## src/rtl/sweep_pkg.sv

```systemverilog
// sweep_pkg -- shared definitions for the vector sweep controller.
//   * sweep_state_e  : controller FSM state encoding
//   * VEC_ORDER      : sweep order table, entry i is the vector applied at step i
//   * SETTLE_CYCLES_DEF : default number of hold cycles per vector
//   * popcount8      : bit count helper used by the optional compare logic
package sweep_pkg;

  localparam int VEC_WIDTH         = 3;
  localparam int NUM_VEC           = 8;
  localparam int SETTLE_CYCLES_DEF = 7;

  typedef enum logic [1:0] {
    ST_IDLE    = 2'd0,
    ST_HOLD    = 2'd1,
    ST_CAPTURE = 2'd2,
    ST_FINISH  = 2'd3
  } sweep_state_e;

  // Entry [0] is the least significant slice: 000, 001, 010, 100, 011, 110, 101, 111.
  localparam logic [NUM_VEC-1:0][VEC_WIDTH-1:0] VEC_ORDER = {
    3'b111, 3'b101, 3'b110, 3'b011, 3'b100, 3'b010, 3'b001, 3'b000
  };

  function automatic logic [3:0] popcount8(input logic [7:0] v);
    logic [3:0] n;
    n = 4'd0;
    for (int i = 0; i < 8; i++) begin
      n = n + {3'd0, v[i]};
    end
    return n;
  endfunction

endpackage

```

## src/rtl/vector_sweep_ctrl_if.sv

```systemverilog
// vector_sweep_ctrl_if -- groups the request/status and circuit-under-test
// signals of the sweep controller.
//   start        host -> ctrl   one-cycle sweep request
//   expected     host -> ctrl   golden truth table (bit k = output for input k)
//   dut_out      cut  -> ctrl   output of the circuit under test
//   dut_in       ctrl -> cut    stimulus vector (bit2 = in1, bit1 = in2, bit0 = in3)
//   busy, done   ctrl -> host   sweep status
//   result       ctrl -> host   captured truth table
//   mismatch, mismatch_cnt      ctrl -> host   compare outcome (zero when not built)
//
// Handshake: a start pulse is accepted only on a cycle where busy == 0 and
// done == 0; it is then consumed immediately (busy rises on the same edge).
// Starts seen while busy or done are dropped, never queued. done is a single
// cycle pulse, and result/mismatch/mismatch_cnt are valid from that cycle
// until the next accepted start.
//   modport slave  : the controller
//   modport master : the host / environment driving it
interface vector_sweep_ctrl_if;
  import sweep_pkg::*;

  logic                 start;
  logic [7:0]           expected;
  logic                 dut_out;
  logic [VEC_WIDTH-1:0] dut_in;
  logic                 busy;
  logic                 done;
  logic [7:0]           result;
  logic                 mismatch;
  logic [3:0]           mismatch_cnt;

  modport master (
    output start, expected, dut_out,
    input  dut_in, busy, done, result, mismatch, mismatch_cnt
  );

  modport slave (
    input  start, expected, dut_out,
    output dut_in, busy, done, result, mismatch, mismatch_cnt
  );

endinterface

```

## src/rtl/sweep_settle_cnt.sv

```systemverilog
// sweep_settle_cnt -- loadable 8-bit down-counter with terminal-count flag.
//   clk, rst  : clock, synchronous active-high reset (count -> 0)
//   load      : load load_val (takes priority over dec)
//   dec       : decrement by one, saturating at 0
//   load_val  : value to load
//   count     : current count
//   tc        : terminal count, high while count == 1
module sweep_settle_cnt (
  input  logic       clk,
  input  logic       rst,
  input  logic       load,
  input  logic       dec,
  input  logic [7:0] load_val,
  output logic [7:0] count,
  output logic       tc
);

  always_ff @(posedge clk) begin
    if (rst) begin
      count <= 8'd0;
    end else if (load) begin
      count <= load_val;
    end else if (dec && (count != 8'd0)) begin
      count <= count - 8'd1;
    end
  end

  // The hold phase ends on the cycle the counter shows 1, so a load of N
  // gives exactly N hold cycles.
  assign tc = (count == 8'd1);

endmodule

```

## src/rtl/vector_sweep_ctrl.sv

```systemverilog
// vector_sweep_ctrl -- applies all eight 3-bit vectors to a combinational
// circuit in a fixed order, holds each for SETTLE_CYCLES cycles, samples the
// circuit output and assembles the captured truth table.
//   clk       : sole clock, rising edge
//   rst       : synchronous active-high reset, aborts any sweep
//   bus       : vector_sweep_ctrl_if.slave (start/expected/dut_out in,
//               dut_in/busy/done/result/mismatch/mismatch_cnt out)
//   dbg_state : current FSM state
// Parameters: SETTLE_CYCLES (1..255) hold cycles per vector, VEC_W (fixed 3).
// Build option: define SWEEP_CHECK_EN to build the result-vs-expected
// compare (mismatch, mismatch_cnt); otherwise both outputs are tied to 0.
module vector_sweep_ctrl
  import sweep_pkg::*;
#(
  parameter int SETTLE_CYCLES = SETTLE_CYCLES_DEF,
  parameter int VEC_W         = 3
) (
  input  logic                clk,
  input  logic                rst,
  vector_sweep_ctrl_if.slave  bus,
  output sweep_state_e        dbg_state
);

  localparam logic [7:0] SETTLE_LD = 8'(SETTLE_CYCLES);

  sweep_state_e     state;
  sweep_state_e     state_nxt;
  logic [2:0]       idx;
  logic [7:0]       result_q;
  logic [7:0]       result_cap;
  logic [VEC_W-1:0] cur_vec;
  logic [7:0]       settle_count;
  logic             settle_tc;
  logic             cnt_load;
  logic             cnt_dec;
  logic             accept;
  logic             capture;
  logic             idx_inc;
  logic             last_capture;

  sweep_settle_cnt u_settle (
    .clk      (clk),
    .rst      (rst),
    .load     (cnt_load),
    .dec      (cnt_dec),
    .load_val (SETTLE_LD),
    .count    (settle_count),
    .tc       (settle_tc)
  );

  assign cur_vec = VEC_ORDER[idx];

  always_ff @(posedge clk) begin
    if (rst) begin
      state <= ST_IDLE;
    end else begin
      state <= state_nxt;
    end
  end

  always_comb begin
    state_nxt = state;
    cnt_load  = 1'b0;
    cnt_dec   = 1'b0;
    accept    = 1'b0;
    capture   = 1'b0;
    idx_inc   = 1'b0;
    case (state)
      ST_IDLE: begin
        if (bus.start) begin
          accept    = 1'b1;
          cnt_load  = 1'b1;
          state_nxt = ST_HOLD;
        end
      end
      ST_HOLD: begin
        if (settle_tc) begin
          state_nxt = ST_CAPTURE;
        end else begin
          cnt_dec = 1'b1;
        end
      end
      ST_CAPTURE: begin
        capture = 1'b1;
        if (idx != 3'd7) begin
          idx_inc   = 1'b1;
          cnt_load  = 1'b1;
          state_nxt = ST_HOLD;
        end else begin
          state_nxt = ST_FINISH;
        end
      end
      ST_FINISH: begin
        state_nxt = ST_IDLE;
      end
      default: begin
        state_nxt = ST_IDLE;
      end
    endcase
  end

  assign last_capture = capture && (idx == 3'd7);

  always_ff @(posedge clk) begin
    if (rst) begin
      idx <= 3'd0;
    end else if (accept) begin
      idx <= 3'd0;
    end else if (idx_inc) begin
      idx <= idx + 3'd1;
    end
  end

  // Truth table including the bit being captured this cycle; the compare
  // logic needs the complete table on the edge that enters FINISH.
  always_comb begin
    result_cap          = result_q;
    result_cap[cur_vec] = bus.dut_out;
  end

  always_ff @(posedge clk) begin
    if (rst) begin
      result_q <= 8'd0;
    end else if (accept) begin
      result_q <= 8'd0;
    end else if (capture) begin
      result_q <= result_cap;
    end
  end

`ifdef SWEEP_CHECK_EN
  logic       mismatch_q;
  logic [3:0] mismatch_cnt_q;

  always_ff @(posedge clk) begin
    if (rst) begin
      mismatch_q     <= 1'b0;
      mismatch_cnt_q <= 4'd0;
    end else if (accept) begin
      mismatch_q     <= 1'b0;
      mismatch_cnt_q <= 4'd0;
    end else if (last_capture) begin
      mismatch_q     <= |(result_cap ^ bus.expected);
      mismatch_cnt_q <= popcount8(result_cap ^ bus.expected);
    end
  end

  assign bus.mismatch     = mismatch_q;
  assign bus.mismatch_cnt = mismatch_cnt_q;
`else
  assign bus.mismatch     = 1'b0;
  assign bus.mismatch_cnt = 4'd0;
`endif

  // The vector is only driven while a sweep is active; IDLE and FINISH show 000.
  assign bus.dut_in = ((state == ST_HOLD) || (state == ST_CAPTURE)) ? cur_vec : '0;
  assign bus.busy   = (state == ST_HOLD) || (state == ST_CAPTURE);
  assign bus.done   = (state == ST_FINISH);
  assign bus.result = result_q;
  assign dbg_state  = state;

endmodule

```

## src/flat_wrapper.sv

```systemverilog
// flat-port wrapper written by rule: the top's interface ports become plain ports
module vector_sweep_ctrl_flat import sweep_pkg::*;
#(
  parameter int SETTLE_CYCLES = SETTLE_CYCLES_DEF,
  parameter int VEC_W         = 3
)
  (clk, rst, dbg_state, bus_start, bus_expected, bus_dut_out, bus_dut_in, bus_busy, bus_done, bus_result, bus_mismatch, bus_mismatch_cnt);
  vector_sweep_ctrl_if bus_i ();
  input  logic clk;
  input  logic rst;
  output sweep_state_e dbg_state;
  input wire logic [$bits(bus_i.start)-1:0] bus_start;
  input wire logic [$bits(bus_i.expected)-1:0] bus_expected;
  input wire logic [$bits(bus_i.dut_out)-1:0] bus_dut_out;
  output wire logic [$bits(bus_i.dut_in)-1:0] bus_dut_in;
  output wire logic [$bits(bus_i.busy)-1:0] bus_busy;
  output wire logic [$bits(bus_i.done)-1:0] bus_done;
  output wire logic [$bits(bus_i.result)-1:0] bus_result;
  output wire logic [$bits(bus_i.mismatch)-1:0] bus_mismatch;
  output wire logic [$bits(bus_i.mismatch_cnt)-1:0] bus_mismatch_cnt;
  assign bus_i.start = bus_start;
  assign bus_i.expected = bus_expected;
  assign bus_i.dut_out = bus_dut_out;
  assign bus_dut_in = bus_i.dut_in;
  assign bus_busy = bus_i.busy;
  assign bus_done = bus_i.done;
  assign bus_result = bus_i.result;
  assign bus_mismatch = bus_i.mismatch;
  assign bus_mismatch_cnt = bus_i.mismatch_cnt;
  vector_sweep_ctrl #(.SETTLE_CYCLES(SETTLE_CYCLES), .VEC_W(VEC_W)) u_core (.clk(clk), .rst(rst), .bus(bus_i), .dbg_state(dbg_state));
endmodule
```

## config.mk

```make
export PLATFORM = sky130hd
export DESIGN_NAME = vector_sweep_ctrl_flat
export DESIGN_NICKNAME = d
export VERILOG_FILES = /design/src/rtl/sweep_pkg.sv /design/src/rtl/vector_sweep_ctrl_if.sv /design/src/rtl/sweep_settle_cnt.sv /design/src/rtl/vector_sweep_ctrl.sv /design/src/flat_wrapper.sv
export SDC_FILE = /design/constraint.sdc
export NUM_CORES = 1
export LEC_CHECK = 0
export ABC_CLOCK_PERIOD_IN_PS = 2100
export BUFFER_PORTS_ARGS = -buffer_cell sky130_fd_sc_hd__buf_4
export CORE_UTILIZATION = 53
export CTS_CLUSTER_DIAMETER = 80
export DETAILED_ROUTE_END_ITERATION = 10
export GPL_TIMING_DRIVEN = 0
export PLACE_DENSITY = 0.79
export SLEW_MARGIN = 40
export SYNTH_ARGS = -nofsm -noshare
export SYNTH_HDL_FRONTEND = slang
export SYNTH_SLANG_ARGS = --single-unit
```

## constraint.sdc

```tcl
create_clock -name clk -period 2.1 [get_ports clk]
set_input_delay 0 -clock clk [delete_from_list [all_inputs] [get_ports clk]]
set_output_delay 0 -clock clk [all_outputs]
set_load 0.01 [all_outputs]
```

==> impl_metrics.toml, run 1 <==
[critical_path]
slowest_delay_ps = 390
critPathLaunchType = "register"
cp_cell_sequence = "inv_1 -> ha_1 -> nor4b_4 -> nand2_1 -> or3_1 -> a211oi_1"
critPathSlowestCell = "dfxtp_1"
reg2reg_depth = 6
setup.worst_path.start = "u_core.dbg_state[1]$_SDFFE_PP0P_"
critPathBufInv = 1
crit_type = "register to register"
r2r-end = "u_core.u_settle.count[5]$_SDFFE_PP0P_"
end_kind = "register"
worst-r2r-setup-slack_ps = 180
worstPathRequired_ps = 2350
crit_arrival_ps = 2170
cp_max_fo = 6
crit_family = "simple AND/OR/NAND/NOR gates"
rr_startpoint = "u_core.dbg_state[1]$_SDFFE_PP0P_"

[synth]
ys.flop_type = "dfxtp_1"
synth_top_area_frac = 0.3497
synth_xor_xnor_area_share = 0.03188
syn_area_per_cell_sq_um = 9.098
ys_seq_area_frac = 0.3497
synth-edff-count = 0
async_flop_share = 0
muxShareOfSynthArea = 0.08743
ys_seq_elements = 24
synth_cell_types = 41
syn_area_sq_um = 1374
synthSimpleGateAreaFrac = 0.2222
yosysTopAreaCell = "dfxtp_1"
yosysWarnings = 0
synth_area_leaders = "dfxtp_1 35%, ha_1 10%, mux2i_1 8.7%"
yosys.area_share.adder = 0.1075
synth_compound_area_frac = 0.1284
syn_inst = 151
synth_top_family_by_area = "simple AND/OR/NAND/NOR gates"

[global_route]
grt_max_degree = 15
grt_pass1_wl_um = 4084
antenna_found_initial = 0
grt_usage = 0.1984
grt_pass1_vias = 975
grt-ovfl-total = 0

[power_and_ir_drop]
power_mw = 1.747
power-per-cell-area_nw_per_um2 = 1081
leakage_nw = 0.6911
peakVddDrop_mv = 0.7496

[clock_network]
cts_resized = 0
cts_tree = "built"
cts.sinks = 24
cts_setup_buffers = 0
clk_latency_ps = 320
cts_root_buf = "clkbuf_4"
h-tree-depth = 1
cts.clk_slew.worst_paths_ps = 140
cts_buffers = 3
clock_path_buffers = 2
holdBufCountCts = 1

[floorplan]
die-width_um = 52.91
std_cell_rows = 18
die_y_um = 52.91
die-area_sq_um = 2799
start_util = 0.5596
core_sq_um = 2455
pin_count = 32

[final_layout]
drive_gt1_frac = 0.1751
syn_to_final_growth_pct = 17.67
antennaDiodeCount = 0
final_cell_mix = "24 x dfxtp_1, 22 x buf_4, 18 x nor2_1, 12 x mux2i_1, 11 x ha_1"
fin_cells = 207
fillers = 201
nets = 201
layout_commonest_cell = "dfxtp_1"

[route]
dr.pass1.iters = 7
drt_wl_total_um = 2576
via_count = 1116
wire_per_inst_um = 12.44
drc = 0
first_iter_violations = 19
postRouteAntennaNets = 0
via_per_inst = 5.391

[worst_hold_path]
worstHoldEndpoint = "u_core.cur_vec[0]$_DFF_P_"
hp-start = "bus_start"
whs_path_depth = 3
min_path_type = "input pin to register"

[place]
dp_cells = 202
gp_congestion = 0.7835
dp_hpwl_um = 1903
port_buffers = 17

[sta]
slew_violations = 0
setup_tns_ps = 0
finalSetupViolCount = 0
hold_violations = 0
max_freq_ghz = 0.5215
finClkSkew_ps = 4.403
rsz0062_at_grt = "no"
period_share = 0.9131
layout_min_cycle_time_ps = 1918
tightest_slew_ps = 530.6
relSlewSlack = 0.6449

[flow_run]
maxCapViolations = 0

[outcome]
status = "complete, no violations"
## routing by layer
metal | up-vias | wire, um | GRT usage
met3 | 0 | 113 | 0.03448
met2 | 25 | 1311 | 0.3586
li1 | 569 | - | -
met5 | - | 0 | 0
met1 | 522 | 1150 | 0.2452
met4 | 0 | 0 | 0.03509
## state kept, by name, summed over array words and instances, names as in the netlist
signal	flops
u_core.u_settle.count	8
u_core.bus.result	8
u_core.idx	3
u_core.dbg_state	2
u_core.cur_vec	3
## area by class of cell
class / instances / area [sq um] / share of cell area
Inverter: 8 / 30.03 / 0.01858
Clock buffer: 3 / 22.52 / 0.01393
Tap cell: 30 / 37.54 / 0.02322
Buffer: 12 / 66.31 / 0.04102
Clock inverter: 1 / 30.03 / 0.01858
Sequential cell: 24 / 480.5 / 0.2972
Multi-Input combinational cell: 111 / 812.0 / 0.5023
Timing Repair Buffer: 18 / 137.6 / 0.08514
## per-stage QoR
stage / util / setup slack [ps] / hold WS (ps) / cell area [sq um]
floorplan: - / 385.0 / 190.7 / 1389
global placement: 0.6330 / 252.0 / 318.3 / 1554
detailed placement: 0.6330 / 213.1 / 322.2 / 1554
CTS: 0.6585 / 189.7 / 52.05 / 1617
global route: 0.6585 / 52.87 / 60.42 / 1617
finish: 0.6585 / 182.4 / 62.49 / 1617
## Yosys cell counts, drive strengths merged, types with 2 or more instances
| library cell | instances |
|---|---|
| dfxtp | 24 |
| nand3 | 2 |
| xor2 | 3 |
| nand2 | 6 |
| o21a | 2 |
| xnor2 | 2 |
| a211oi | 3 |
| a21oi | 4 |
| o311ai | 2 |
| mux2i | 12 |
| nand4b | 2 |
| nor3 | 9 |
| clkbuf | 4 |
| and2 | 3 |
| a21o | 3 |
| nor3b | 3 |
| or3 | 3 |
| nor2 | 18 |
| o31ai | 2 |
| buf | 8 |
| nor2b | 2 |
| ha | 11 |
| inv | 8 |
## worst min-delay path: stages
cell	delay (ps)
buf_4	110
a21o_1	190
a21oi_1	50
## cell families after synthesis
| family | after synthesis |
|---|---|
| xor gates and xnor gates | 5 |
| buffers and inverters | 20 |
| other | 1 |
| DFF | 24 |
| muxes | 12 |
| adders and majority gates | 12 |
| and+or+nand+nor | 55 |
| AOI/OAI and AO/OA | 22 |
## where the power goes
part	leakage, nW	switching [mW]	internal, mW
Clock	0.0279	0.150	0.193
Combinational	0.468	0.468	0.336
Sequential	0.195	0.0770	0.522
## worst max-delay path by stage
stage / to / slack [ps] / depth (start not counted)
after floorplan: u_core.u_settle.count[5]$_SDFFE_PP0P_ / 390 / 6
after global placement: u_core.u_settle.count[5]$_SDFFE_PP0P_ / 250 / 6
after detailed placement: u_core.u_settle.count[5]$_SDFFE_PP0P_ / 210 / 6
after CTS: u_core.u_settle.count[5]$_SDFFE_PP0P_ / 190 / 6
after global routing: u_core.u_settle.count[5]$_SDFFE_PP0P_ / 50 / 6
final: u_core.u_settle.count[5]$_SDFFE_PP0P_ / 180 / 6
Power figures use the tool's default switching activity.
==> inputs of run 2 (changes only) <==
--- a/config.mk
+++ b/config.mk
@@ -12,6 +12,7 @@
 export DETAILED_ROUTE_END_ITERATION = 10
 export GPL_TIMING_DRIVEN = 0
 export PLACE_DENSITY = 0.79
+export REMOVE_ABC_BUFFERS = 1
 export SLEW_MARGIN = 40
 export SYNTH_ARGS = -nofsm -noshare
 export SYNTH_HDL_FRONTEND = slang
==> impl_metrics.toml, run 2 (synthesis results as in run 1) <==
[clock_network]
h-tree-depth = 1
cts_buffers = 3
clk_latency_ps = 320
cts.clk_slew.worst_paths_ps = 140
cts_root_buf = "clkbuf_4"
cts.sinks = 24
clock_path_buffers = 2
cts_tree = "built"

[route]
first_iter_violations = 24
drc = 0
drt_wl_total_um = 2726
dr.pass1.iters = 4
via_count = 1103
postRouteAntennaNets = 0
wire_per_inst_um = 13.84
via_per_inst = 5.599

[critical_path]
rr_startpoint = "u_core.dbg_state[1]$_SDFFE_PP0P_"
end_kind = "register"
cp_max_fo = 6
setup.worst_path.start = "u_core.dbg_state[1]$_SDFFE_PP0P_"
worstPathRequired_ps = 2350
critPathSlowestCell = "dfxtp_1"
crit_arrival_ps = 2200
crit_type = "register to register"
slowest_delay_ps = 390
critPathLaunchType = "register"
cp_cell_sequence = "inv_1 -> ha_1 -> nor4b_4 -> nand2_1 -> or3_1 -> a211oi_1"

[sta]
finalSetupViolCount = 0
fin_hold_ws_ps = 57.71
tightest_slew_ps = 519.8
hold_violations = 0
slew_violations = 0
period_share = 0.9285
relSlewSlack = 0.6522
max_freq_ghz = 0.5129
rsz0062_at_grt = "no"
setup_tns_ps = 0
fin_ws_ps = 150.2
layout_min_cycle_time_ps = 1950
finClkSkew_ps = 2.811

[power_and_ir_drop]
sw_frac_of_total = 0.3994
internal_power_mw = 1.040
power-per-cell-area_nw_per_um2 = 1099
power.share.clock = 0.195
p_comb_frac = 0.454
seq_power_share = 0.351
p_sw_mw = 0.6918
leakage_nw = 0.6576
peakVddDrop_mv = 0.7429

[floorplan]
die-width_um = 52.91
die_y_um = 52.91
std_cell_rows = 18
die-area_sq_um = 2799
start_util = 0.5596
core_sq_um = 2455
pin_count = 32

[outcome]
status = "complete, no violations"

[global_route]
grt_max_degree = 15
grt_pass1_wl_um = 4374
grt_pass1_vias = 1020
grt_usage = 0.2188
grt-ovfl-total = 0
antenna_found_initial = 0

[flow_run]
maxCapViolations = 0

[place]
placedInstanceArea_sq_um = 1495
port_buffers = 18
dp_cells = 191
gp_congestion = 0.8104
dp_hpwl_um = 2021
pre_cts_slack_ps = 87.43

[final_layout]
nets = 191
fin_cells = 197
final_cell_mix = "24 x dfxtp_1, 18 x nor2_1, 18 x buf_4, 12 x mux2i_1, 11 x ha_1"
fillers = 212
antennaDiodeCount = 0
syn_to_final_growth_pct = 14.66
design_area_sq_um = 1575
layout_commonest_cell = "dfxtp_1"
drive_gt1_frac = 0.1557

[worst_hold_path]
min_path_type = "input pin to register"
hp-start = "bus_start"
[run 2: layout make-up]
type,instances,area [sq um],share of cell area
clock inverters,1,30.03,0.01906
clock buffers,3,22.52,0.01430
well taps,30,37.54,0.02383
repair buffers,20,155.1,0.09849
inverters,8,30.03,0.01906
flip-flops and latches,24,480.5,0.3050
multi-input cells,111,819.5,0.5203
[run 2: final timing paths]
kind	to	slack, ps	cells past startpoint
hold / removal	u_core.u_settle.count[0]$_SDFFE_PP0P_	60	3
hold reg to reg	u_core.bus.result[0]$_SDFFE_PP0P_	520	2
setup / recovery	u_core.u_settle.count[5]$_SDFFE_PP0P_	150	6
setup reg to reg	u_core.u_settle.count[5]$_SDFFE_PP0P_	150	6
[run 2: metal layers]
layer | global-route usage | routed length (um) | vias up
met5 | 0 | 0 | -
met4 | 0.08333 | 20 | 0
met3 | 0.06322 | 87 | 2
met2 | 0.3966 | 1473 | 14
met1 | 0.2360 | 1144 | 534
li1 | - | - | 553
[run 2: worst max-delay path, delay by kind of cell, from the launching register on]
kind / cells / cell delay, ps
compound gates: 1 / 190
fa+ha+maj: 1 / 330
buf+inv: 1 / 140
flops: 1 / 390
simple gates: 3 / 820
[run 2: power groups by stage]
stage	clock, mW	sequential [mW]	combinational [mW]
after floorplan	0	0.608	0.577
after global placement	0	0.614	0.725
after detailed placement	0	0.620	0.766
after CTS	0.346	0.609	0.776
after global routing	0.364	0.623	0.871
final	0.338	0.608	0.786
[run 2: what timing repair did]
| item | in CTS | in global routing |
|---|---|---|
| resized for setup | 0 | 2 |
| setup buffers | 0 | 0 |
| endpoints found under the setup margin | 0 | 4 |
| hold buffers | 2 | 0 |
| hold endpoints to repair | 17 | 0 |
[run 2: stage by stage]
| step | power [mW] | util |
|---|---|---|
| final | 1.732 | 0.6417 |
| after global routing | 1.858 | 0.6417 |
| after CTS | 1.730 | 0.6386 |
| after detailed placement | 1.386 | 0.6091 |
| after global placement | 1.339 | 0.6091 |
| after floorplan | 1.185 | - |
